File: src/rtl/ltc2308_scan_ctrl_if.sv
// Signal bundle between the LTC2308 scan controller and its surroundings:
// the fabric-side command/result port plus the four ADC pins.
// slave = the controller; master = everything around it (sample consumer and ADC).
interface ltc2308_scan_ctrl_if #(
  parameter int N_CH   = 8,
  parameter int N_BITS = 12
);
  logic              start;
  logic              run;
  logic [N_CH-1:0]   ch_mask;
  logic              uni;
  logic              busy;
  logic              out_valid;
  logic [2:0]        out_ch;
  logic [N_BITS-1:0] out_data;
  logic              adc_convst;
  logic              adc_sck;
  logic              adc_sdi;
  logic              adc_sdo;

  modport slave (
    input  start, run, ch_mask, uni, adc_sdo,
    output busy, out_valid, out_ch, out_data, adc_convst, adc_sck, adc_sdi
  );

  modport master (
    output start, run, ch_mask, uni, adc_sdo,
    input  busy, out_valid, out_ch, out_data, adc_convst, adc_sck, adc_sdi
  );
endinterface

File: src/rtl/ltc2308_scan_ctrl.sv
// SPI scan controller for the LTC2308 8-channel 12-bit ADC.
// Sweeps the enabled channels (once or continuously), drives CONVST/SCK/SDI,
// shifts in SDO and tags every result with the channel it belongs to. The chip
// returns the conversion configured one frame earlier, so the channel sent in
// the previous frame is carried along and an extra flush frame ends each sweep.
// All pin and result outputs come straight from flops.
module ltc2308_scan_ctrl #(
  parameter int N_CH       = 8,
  parameter int N_BITS     = 12,
  parameter int SCK_HALF   = 2,
  parameter int CONVST_CYC = 2,
  parameter int CONV_CYC   = 80,
  parameter int FRAME_CYC  = 100
) (
  input  logic clk,
  input  logic rst,
  ltc2308_scan_ctrl_if.slave bus
);

  localparam int CH_W   = 3;
  localparam int FCNT_W = $clog2(CONV_CYC + 2 * N_BITS * SCK_HALF + FRAME_CYC + 2);
  localparam int PCNT_W = $clog2(2 * SCK_HALF + 1);
  localparam int BCNT_W = $clog2(N_BITS + 1);

  typedef enum logic [2:0] {
    IDLE,
    CONVST,
    CONV_WAIT,
    SHIFT,
    GAP
  } state_t;

  state_t            state, state_n;
  logic [FCNT_W-1:0] fcnt, fcnt_n;
  logic [PCNT_W-1:0] pcnt, pcnt_n;
  logic [BCNT_W-1:0] bcnt, bcnt_n;
  logic [CH_W-1:0]   ch, ch_n;
  logic [N_CH-1:0]   mask, mask_n;
  logic              uni_l, uni_n;
  logic              cont, cont_n;
  logic              flush, flush_n;
  logic [CH_W-1:0]   prev_ch, prev_ch_n;
  logic              prev_valid, prev_valid_n;
  logic [N_BITS-1:0] shreg, shreg_n;
  logic              convst, convst_n;
  logic              sck, sck_n;
  logic              sdi, sdi_n;
  logic              busy, busy_n;
  logic              out_valid, out_valid_n;
  logic [CH_W-1:0]   out_ch, out_ch_n;
  logic [N_BITS-1:0] out_data, out_data_n;

  logic [5:0]        cfg;
  logic [5:0]        cfg_shift;
  logic [CH_W-1:0]   low_new;
  logic [CH_W-1:0]   low_cur;
  logic [CH_W:0]     next_up;

  // Lowest enabled channel of a mask (0 when the mask is empty).
  function automatic logic [CH_W-1:0] first_ch(input logic [N_CH-1:0] m);
    first_ch = '0;
    for (int k = N_CH - 1; k >= 0; k--) begin
      if (m[k]) first_ch = CH_W'(k);
    end
  endfunction

  // Next enabled channel strictly above c; MSB of the result flags whether one exists.
  function automatic logic [CH_W:0] next_ch(input logic [N_CH-1:0] m, input logic [CH_W-1:0] c);
    next_ch = '0;
    for (int k = N_CH - 1; k >= 0; k--) begin
      if (m[k] && (k > int'(c))) next_ch = {1'b1, CH_W'(k)};
    end
  endfunction

  // Config word shifted out MSB first: single-ended, odd/sign, select1, select0, uni, no sleep.
  assign cfg = {1'b1, ch[0], ch[2], ch[1], uni_l, 1'b0};

  assign bus.busy       = busy;
  assign bus.out_valid  = out_valid;
  assign bus.out_ch     = out_ch;
  assign bus.out_data   = out_data;
  assign bus.adc_convst = convst;
  assign bus.adc_sck    = sck;
  assign bus.adc_sdi    = sdi;

  // Next-state, frame timing, channel sequencing and registered pin values.
  always_comb begin
    state_n      = state;
    fcnt_n       = fcnt + FCNT_W'(1);
    pcnt_n       = pcnt;
    bcnt_n       = bcnt;
    ch_n         = ch;
    mask_n       = mask;
    uni_n        = uni_l;
    cont_n       = cont;
    flush_n      = flush;
    prev_ch_n    = prev_ch;
    prev_valid_n = prev_valid;
    shreg_n      = shreg;
    out_valid_n  = 1'b0;
    out_ch_n     = out_ch;
    out_data_n   = out_data;
    sdi_n        = sdi;
    cfg_shift    = '0;
    low_new      = first_ch(bus.ch_mask);
    low_cur      = first_ch(mask);
    next_up      = next_ch(mask, ch);

    case (state)
      IDLE: begin
        fcnt_n       = '0;
        pcnt_n       = '0;
        bcnt_n       = '0;
        prev_valid_n = 1'b0;
        if ((bus.start || bus.run) && (|bus.ch_mask)) begin
          mask_n  = bus.ch_mask;
          uni_n   = bus.uni;
          cont_n  = bus.run;
          flush_n = 1'b0;
          ch_n    = low_new;
          state_n = CONVST;
        end
      end
      CONVST: begin
        if (fcnt == FCNT_W'(CONVST_CYC - 1)) state_n = CONV_WAIT;
      end
      CONV_WAIT: begin
        if (fcnt == FCNT_W'(CONV_CYC - 1)) begin
          state_n = SHIFT;
          pcnt_n  = '0;
          bcnt_n  = '0;
        end
      end
      SHIFT: begin
        if (pcnt == PCNT_W'(2 * SCK_HALF - 1)) begin
          pcnt_n  = '0;
          bcnt_n  = bcnt + BCNT_W'(1);
          shreg_n = {shreg[N_BITS-2:0], bus.adc_sdo};
          if (bcnt == BCNT_W'(N_BITS - 1)) begin
            state_n      = GAP;
            out_valid_n  = prev_valid;
            if (prev_valid) begin
              out_ch_n   = prev_ch;
              out_data_n = shreg_n;
            end
            prev_ch_n    = ch;
            prev_valid_n = 1'b1;
          end
        end else begin
          pcnt_n = pcnt + PCNT_W'(1);
        end
      end
      GAP: begin
        pcnt_n = '0;
        bcnt_n = '0;
        if (fcnt >= FCNT_W'(FRAME_CYC - 1)) begin
          fcnt_n  = '0;
          state_n = CONVST;
          if (flush) begin
            state_n      = IDLE;
            prev_valid_n = 1'b0;
          end else if (next_up[CH_W]) begin
            ch_n = next_up[CH_W-1:0];
          end else if (cont && bus.run) begin
            mask_n = bus.ch_mask;
            uni_n  = bus.uni;
            if (|bus.ch_mask) begin
              ch_n = low_new;
            end else begin
              ch_n    = low_cur;
              flush_n = 1'b1;
            end
          end else begin
            ch_n    = low_cur;
            flush_n = 1'b1;
          end
        end
      end
      default: begin
        state_n = IDLE;
        fcnt_n  = '0;
      end
    endcase

    convst_n = (state_n == CONVST);
    busy_n   = (state_n != IDLE);
    sck_n    = (state_n == SHIFT) && (pcnt_n >= PCNT_W'(SCK_HALF));
    if (state_n == SHIFT) begin
      if (pcnt_n == '0) begin
        cfg_shift = cfg << bcnt_n;
        sdi_n     = cfg_shift[5];
      end
    end else begin
      sdi_n = 1'b0;
    end
  end

  // State and datapath registers with synchronous reset that aborts any frame.
  always_ff @(posedge clk) begin
    if (rst) begin
      state      <= IDLE;
      fcnt       <= '0;
      pcnt       <= '0;
      bcnt       <= '0;
      ch         <= '0;
      mask       <= '0;
      uni_l      <= 1'b0;
      cont       <= 1'b0;
      flush      <= 1'b0;
      prev_ch    <= '0;
      prev_valid <= 1'b0;
      shreg      <= '0;
      convst     <= 1'b0;
      sck        <= 1'b0;
      sdi        <= 1'b0;
      busy       <= 1'b0;
      out_valid  <= 1'b0;
      out_ch     <= '0;
      out_data   <= '0;
    end else begin
      state      <= state_n;
      fcnt       <= fcnt_n;
      pcnt       <= pcnt_n;
      bcnt       <= bcnt_n;
      ch         <= ch_n;
      mask       <= mask_n;
      uni_l      <= uni_n;
      cont       <= cont_n;
      flush      <= flush_n;
      prev_ch    <= prev_ch_n;
      prev_valid <= prev_valid_n;
      shreg      <= shreg_n;
      convst     <= convst_n;
      sck        <= sck_n;
      sdi        <= sdi_n;
      busy       <= busy_n;
      out_valid  <= out_valid_n;
      out_ch     <= out_ch_n;
      out_data   <= out_data_n;
    end
  end

endmodule

File: src/flat_wrapper.sv
// flat-port wrapper written by rule: the top's interface ports become plain ports
module ltc2308_scan_ctrl_flat 
#(
  parameter int N_CH       = 8,
  parameter int N_BITS     = 12,
  parameter int SCK_HALF   = 2,
  parameter int CONVST_CYC = 2,
  parameter int CONV_CYC   = 80,
  parameter int FRAME_CYC  = 100
)
  (clk, rst, bus_start, bus_run, bus_ch_mask, bus_uni, bus_adc_sdo, bus_busy, bus_out_valid, bus_out_ch, bus_out_data, bus_adc_convst, bus_adc_sck, bus_adc_sdi);
  ltc2308_scan_ctrl_if #(.N_CH(N_CH), .N_BITS(N_BITS)) bus_i ();
  input  logic clk;
  input  logic rst;
  input wire logic [$bits(bus_i.start)-1:0] bus_start;
  input wire logic [$bits(bus_i.run)-1:0] bus_run;
  input wire logic [$bits(bus_i.ch_mask)-1:0] bus_ch_mask;
  input wire logic [$bits(bus_i.uni)-1:0] bus_uni;
  input wire logic [$bits(bus_i.adc_sdo)-1:0] bus_adc_sdo;
  output wire logic [$bits(bus_i.busy)-1:0] bus_busy;
  output wire logic [$bits(bus_i.out_valid)-1:0] bus_out_valid;
  output wire logic [$bits(bus_i.out_ch)-1:0] bus_out_ch;
  output wire logic [$bits(bus_i.out_data)-1:0] bus_out_data;
  output wire logic [$bits(bus_i.adc_convst)-1:0] bus_adc_convst;
  output wire logic [$bits(bus_i.adc_sck)-1:0] bus_adc_sck;
  output wire logic [$bits(bus_i.adc_sdi)-1:0] bus_adc_sdi;
  assign bus_i.start = bus_start;
  assign bus_i.run = bus_run;
  assign bus_i.ch_mask = bus_ch_mask;
  assign bus_i.uni = bus_uni;
  assign bus_i.adc_sdo = bus_adc_sdo;
  assign bus_busy = bus_i.busy;
  assign bus_out_valid = bus_i.out_valid;
  assign bus_out_ch = bus_i.out_ch;
  assign bus_out_data = bus_i.out_data;
  assign bus_adc_convst = bus_i.adc_convst;
  assign bus_adc_sck = bus_i.adc_sck;
  assign bus_adc_sdi = bus_i.adc_sdi;
  ltc2308_scan_ctrl #(.N_CH(N_CH), .N_BITS(N_BITS), .SCK_HALF(SCK_HALF), .CONVST_CYC(CONVST_CYC), .CONV_CYC(CONV_CYC), .FRAME_CYC(FRAME_CYC)) u_core (.clk(clk), .rst(rst), .bus(bus_i));
endmodule
File: config.mk
export PLATFORM = sky130hd
export DESIGN_NAME = ltc2308_scan_ctrl_flat
export DESIGN_NICKNAME = d
export VERILOG_FILES = /design/src/rtl/ltc2308_scan_ctrl_if.sv /design/src/rtl/ltc2308_scan_ctrl.sv /design/src/flat_wrapper.sv
export SDC_FILE = /design/constraint.sdc
export NUM_CORES = 1
export LEC_CHECK = 0
export ABC_CLOCK_PERIOD_IN_PS = 3000
export CORE_MARGIN = 5
export CORE_UTILIZATION = 28
export CTS_CLUSTER_SIZE = 14
export DETAILED_ROUTE_END_ITERATION = 10
export PLACE_DENSITY = 0.55
export SYNTH_ARGS = -nofsm -noshare
export SYNTH_HDL_FRONTEND = slang
export SYNTH_SLANG_ARGS = --single-unit
File: constraint.sdc
create_clock -name clk -period 3 [get_ports clk]
set_input_delay 0.3 -clock clk [delete_from_list [all_inputs] [get_ports clk]]
set_output_delay 0.3 -clock clk [all_outputs]
set_load 0.02 [all_outputs]
Word-level counts from Yosys, hierarchy flattened
Cells that the tools add are included.
W data, S select, Z words.
{"block": "totals", "register_bits": 67, "out_inout_bits": 20, "wordCells": 153, "in_bits": 14}
{"block": "classes", "bitwise": 4, "order_cmp": 9, "n_mux": 70, "n_eq_ne": 18, "n_shift": 1, "n_addsub": 3, "n_reduce_logical": 29}
{"operator": "$mux W3", "n": 30}
{"operator": "$mux W8", "n": 6}
{"operator": "$mux W4", "n": 9}
{"operator": "$pmux W8 S2", "n": 2}
{"operator": "$mux W1", "n": 16}
{"operator": "$pmux W3 S5", "n": 1}
{"operator": "$eq A3 B2 Y1 const B", "n": 4}
{"operator": "$gt A3 B3 Y1 const A", "n": 4}
{"operator": "$ne A2 B1 Y1 const B", "n": 6}
{"operator": "$pmux W4 S3", "n": 1}
{"operator": "$logic_and A1 B1 Y1", "n": 10}
{"operator": "$pmux W3 S3", "n": 1}
{"operator": "$add A8 B1 Y8 const B", "n": 1}
{"operator": "$eq A8 B1 Y1 const B", "n": 1}
{"operator": "$eq A8 B7 Y1 const B", "n": 1}
{"operator": "$ge A8 B7 Y1 const B", "n": 1}
{"operator": "$reduce_and A4 Y1", "n": 2}
{"operator": "$reduce_or A8 Y1", "n": 1}
{"operator": "$eq A3 B1 Y1 const B", "n": 2}
{"operator": "$gt A2 B3 Y1 const A", "n": 2}
{"operator": "$logic_not A3 Y1", "n": 2}
{"operator": "$pmux W3 S2", "n": 1}
{"operator": "$reduce_and A3 Y1", "n": 2}
{"operator": "$reduce_and A6 Y1", "n": 1}
{"operator": "other kinds (19)", "n": 27}

Longest topological paths before layout
{"block": "logic_depth", "word_depth": 14, "mapped_depth": 9, "mapped_depth_nobuf": 9}

Least setup slack after synthesis
No wires, ideal clock.
{"block": "synth_timing", "path_type": "reg2reg", "from": "register u_core.fcnt[5]", "to": "register u_core.sdi, in the netlist u_core.bus.adc_sdi", "t_arrival_ps": 1945, "synth_period_minus_slack_ps": 2011, "required_ps": 2934, "stages_incl_launch_ff": 8, "slack_ps": 989, "setup_ps": 66, "path_buffers": 0, "path_cell_list": "dfxtp_1 -> or4b_4 -> o31a_1 -> a32o_2 -> a211oi_2 -> nand2_1 -> a21o_1 -> a21oi_2"}
{"block": "synth_between", "elab_chain_len": 6, "elab_cells_between_ends": 16, "classes_between": "order compare: 1; eq/ne: 3; shift: 1; mux: 8; bitwise: 1; reduce/logical: 2"}
{"item": "start: declaration", "line": "ltc2308_scan_ctrl.sv:34", "text": "logic [FCNT_W-1:0] fcnt, fcnt_n;"}
{"item": "start signal: assignment", "line": "ltc2308_scan_ctrl.sv:222", "text": "fcnt <= fcnt_n;"}
{"item": "$ge A8 B7 Y1 (tied with other cells)", "line": "ltc2308_scan_ctrl.sv:156", "text": "if (fcnt >= FCNT_W'(FRAME_CYC - 1)) begin"}
{"item": "$mux W3 (on tied branches)", "line": "ltc2308_scan_ctrl.sv:156, ltc2308_scan_ctrl.sv:125, ltc2308_scan_ctrl.sv:128"}
{"item": "$pmux W3 S5", "line": "ltc2308_scan_ctrl.sv:109", "text": "case (state)"}
{"item": "$eq A3 B2 Y1", "line": "ltc2308_scan_ctrl.sv:188", "text": "if (state_n == SHIFT) begin"}
{"item": "$not A1 Y1 (no line)"}
{"item": "$reduce_or A2 Y1 (no line)"}
{"item": "end signal: assignment", "line": "ltc2308_scan_ctrl.sv:235", "text": "sdi <= sdi_n;"}
{"item": "end: declaration", "line": "ltc2308_scan_ctrl.sv:47", "text": "logic sdi, sdi_n;"}
Parallel ways exist; a longest one is shown, timed or not.
A chain may end at the register's enable or synchronous reset.

Worst setup path after layout
{"block": "layout_timing", "from": "register u_core.ch[1]", "to": "register u_core.ch[1]"}
{"block": "layout_between", "elab_chain_len": 13, "elab_cells_between_ends": 25, "classes_between": "order compare: 7; mux: 11; reduce/logical: 7"}
{"item": "start: declaration", "line": "ltc2308_scan_ctrl.sv:37", "text": "logic [CH_W-1:0] ch, ch_n;"}
{"item": "start signal: assignment", "line": "ltc2308_scan_ctrl.sv:225", "text": "ch <= ch_n;"}
{"item": "$gt A3 B3 Y1", "line": "ltc2308_scan_ctrl.sv:71", "text": "if (m[k] && (k > int'(c))) next_ch = {1'b1, CH_W'(k)};"}
{"item": "$logic_and A1 B1 Y1", "line": "ltc2308_scan_ctrl.sv:71"}
{"item": "$mux W4 (6 in series)", "line": "ltc2308_scan_ctrl.sv:71"}
{"item": "$mux W4 (*)", "line": "ltc2308_scan_ctrl.sv:71"}
{"item": "$mux W3 (*)", "line": "ltc2308_scan_ctrl.sv:162", "text": "end else if (next_up[CH_W]) begin"}
{"item": "$mux W3 (*)", "line": "ltc2308_scan_ctrl.sv:159", "text": "if (flush) begin"}
{"item": "$mux W3 (*)", "line": "ltc2308_scan_ctrl.sv:156"}
{"item": "$pmux W3 S2 (*)", "line": "ltc2308_scan_ctrl.sv:109"}
Every way passes the cells marked *; elsewhere a longest branch is shown, timed or not. The select of a mux whose other input is x is not followed.

==> run_results.csv <==
group,metric,value,unit
run_status,status,"finished clean",
floorplanning,coreArea,10900,um2
min_path,min_path_type,"primary input to register",
timing,hold_viol_final,0,
yosys,synth_area_leaders,"dfxtp_1, nand2_1, a21oi_1",
layout,final_cell_area,3910,um2
route,via_count,2837,
yosys,yosysMostFrequentCell,"nand2_1",
pwr,p_per_area,550,nW/um2
clock_tree,clk_pin_slew,0.05,ns
critical_path,r2r_slack,0.62,ns
timing,slew_headroom,61.5,%
place,gp_congestion,0.827,
pwr,pwr-share-seq,44.3,%
yosys,yosys_warnings,0,
timing,fmax,0.420,GHz
yosys,async_flop_share,0,%
layout,instances_no_fill,577,
clock_tree,cts_resized,0,
critical_path,r2r-start,"u_core.ch[1]",
timing,setup_tns,0,ns
place,dpl-instance-area,3630,um2
timing,hold_slack,0.425,ns
yosys,synthFlopType,"dfxtp_1",
critical_path,critPathLaunchType,"register",
route,wl,7.38,mm
yosys,synthTopCellsByCount,"nand2_1, dfxtp_1, nor2_1, a21oi_1, clkbuf_1",
critical_path,crit_fanout,13,
layout,fillers,1194,
grt,grt_max_degree,30,
floorplanning,die_x,116,um
grt,grt_use_met2,17.7,%
yosys,synth-edff-count,0,
pwr,leakage,1.39,nW
timing,finalWorstSetupSlack,0.620,ns
timing,finalSetupViolCount,0,
layout,layout-drive-gt1-share,8.01,%
clock_tree,cts_hold_buf,0,
layout,seqCellArea,1340,um2
floorplanning,die-area,13500,um2
yosys,synthDistinctLibCells,63,
timing,rsz0062_at_grt,"false",
clock_tree,htree_levels,3,
pwr,p_int,1.62,mW
grt,use_met1,16.2,%
critical_path,critical_path_arrival,2.64,ns
clock_tree,cts_buffer_depth,2,
grt,grt_use_total,12.0,%
layout,fin_util,35.7,%
timing,period_share,79.3,%
clock_tree,cts_tree,"done",
min_path,worstHoldEndpoint,"u_core.prev_valid",
route,dr.pass1.iters,4,
route,drt-initial-drc-count,196,
yosys,synth_seq_cells,67,
pwr,peakVddDrop,0.000314,V
timing,fin_crit,2.38,ns
yosys,syn_area_per_cell,7.89,um2
floorplanning,die_h,116,um
layout,num_antenna_cells,0,
clock_tree,clk_latency,0.32,ns
grt,antenna_found_initial,0,
grt,grtUsageMet3,2.77,%
floorplanning,rows,38,
route,drc_errors,0,
critical_path,cp.required,3.26,ns
layout,multi_input_area,1690,um2
critical_path,worstReg2RegEnd,"u_core.ch[1]",
min_path,min_path_cells,2,
grt,grt_first_pass_wirelength,13.0,mm
pwr,p_switching,525,uW
yosys,ys_seq_area_share,42.6,%
place,dp_hpwl,5.36,mm
pwr,swShare,24.5,%
grt,grt_pass1_vias,2748,
pwr,combPwrFrac,11.2,%
place,dp.cells,561,
route,ant_nets,0,
timing,slew_viol_final,0,
critical_path,crit_type,"register to register",
place,placement.setup.worst_slack,0.344,ns
layout,layout.nets,450,
timing,final.setup_skew,0.00516,ns
clock_tree,post_cts_buffers,0,
timing,tightest_slew,0.575,ns
yosys,syn-cell-area,3150,um2
yosys,yosys.area.top_type,"dfxtp_1",
pwr,clockPowerShare,44.5,%
clock_tree,cts_sinks,67,
critical_path,cp-end-kind,"register",
critical_path,ff2ff_path_depth,7,
layout,area_delta_synth_final,24.2,%
yosys,syn_nets,417,
floorplanning,io_pins,34,
pwr,p_total,2.15,mW
clock_tree,cts_buffers,9,
route,wl_per_cell,12.8,um
floorplanning,initial_core_util,28.8,%
grt,grt-busiest-layer,"met2",
clock_tree,cts_root_buffer,"clkbuf_16",
yosys,synthCells,399,
min_path,min_from,"rst",
route,via_per_inst,4.92,
run,cap_violations,0,
yosys,synth.top_cell.area_share,42.6,%
place,port_buffers,33,
grt,grt_overflow,0,
[routing by layer]
metal / part of all wire (%) / up-vias
met1: 51 / 1315
met3: 4.5 / 7
met4: 1.8 / 0
li1: - / 1455
met5: 0 / -
met2: 43 / 60
[state kept, by name, indices dropped and copies added (netlist names), 3 cells and up]
register             count
u_core.bus.out_data     12
u_core.shreg            11
u_core.fcnt              8
u_core.mask              8
u_core.bcnt              4
u_core.bus.out_ch        3
u_core.ch                3
u_core.pcnt              3
u_core.prev_ch           3
u_core.state             3
[power by group through the flow]
stage / sequential [mW] / clock [mW] / combinational [mW]
floorplan: 0.958 / 0 / 0.170
global placement: 0.968 / 0 / 0.240
detailed placement: 0.968 / 0 / 0.240
CTS: 0.950 / 0.980 / 0.241
global route: 0.954 / 1.03 / 0.271
finish: 0.951 / 0.957 / 0.241
[logic make-up after synthesis]
group | count (synthesis) | synth area share (%)
AND/OR/NAND/NOR | 181 | 26.0
AO/OA/AOI/OAI | 97 | 20.2
flip-flops | 67 | 42.6
buffers and inverters | 31 | 3.78
multiplexers | 13 | 4.18
XOR/XNOR | 6 | 1.67
adder cells (fa/ha/maj) | 4 | 1.59
[critical path: stages (launching register included)]
cell and delay, ns:
dfxtp_1 0.61, nor2_1 0.11, o2bb2ai_1 0.15, nand2b_1 0.22
nor2_1 0.32, nand2_1 0.09, a2111oi_0 0.55, o221a_1 0.28
[cells in the final DEF, fill, tap and decap left out, types with 2 or more instances in the layout]
master           instances
nor2_1                  54
nor2b_1                  4
mux2i_1                 12
nand3b_1                 2
nand2_1                 75
inv_1                   11
o31ai_1                  5
clkbuf_16                9
nor4_1                   7
or3_1                    2
ha_1                     4
dfxtp_1                 67
a21o_1                   2
nor3_1                   7
a21oi_1                 45
a2bb2oi_1                3
o221a_2                  2
nand3_1                  9
and2_1                   2
xnor2_1                  3
clkdlybuf4s50_1         32
clkinv_2                 2
nand2b_1                 8
a31oi_1                  5
xor2_1                   3
o21bai_1                 6
clkbuf_8                 2
clkbuf_1                 3
o21ai_0                  6
buf_4                    8
[layout make-up]
class,instances,share of cell area (%)
tap,140,4.48
inverter,12,1.15
clock buffer,14,6.76
clock inverter,2,0.256
sequential,67,34.3
multi-input combinational,301,43.2
timing repair buffer,41,9.86
[how the worst max path moves through the flow]
stage / startpoint / to / slack [ns] / cells past startpoint
CTS: u_core.ch[1] / u_core.ch[1] / 0.69 / 7
floorplan: u_core.fcnt[5] / u_core.bus.adc_sdi / 0.99 / 7
detailed placement: bus_ch_mask[4] / u_core.mask[7] / 0.34 / 9
global route: bus_ch_mask[4] / u_core.mask[6] / 0.39 / 9
global placement: bus_ch_mask[4] / u_core.mask[6] / 0.42 / 9
finish: u_core.ch[1] / u_core.ch[1] / 0.62 / 7
No activity file was read; power rests on OpenSTA's default activity.
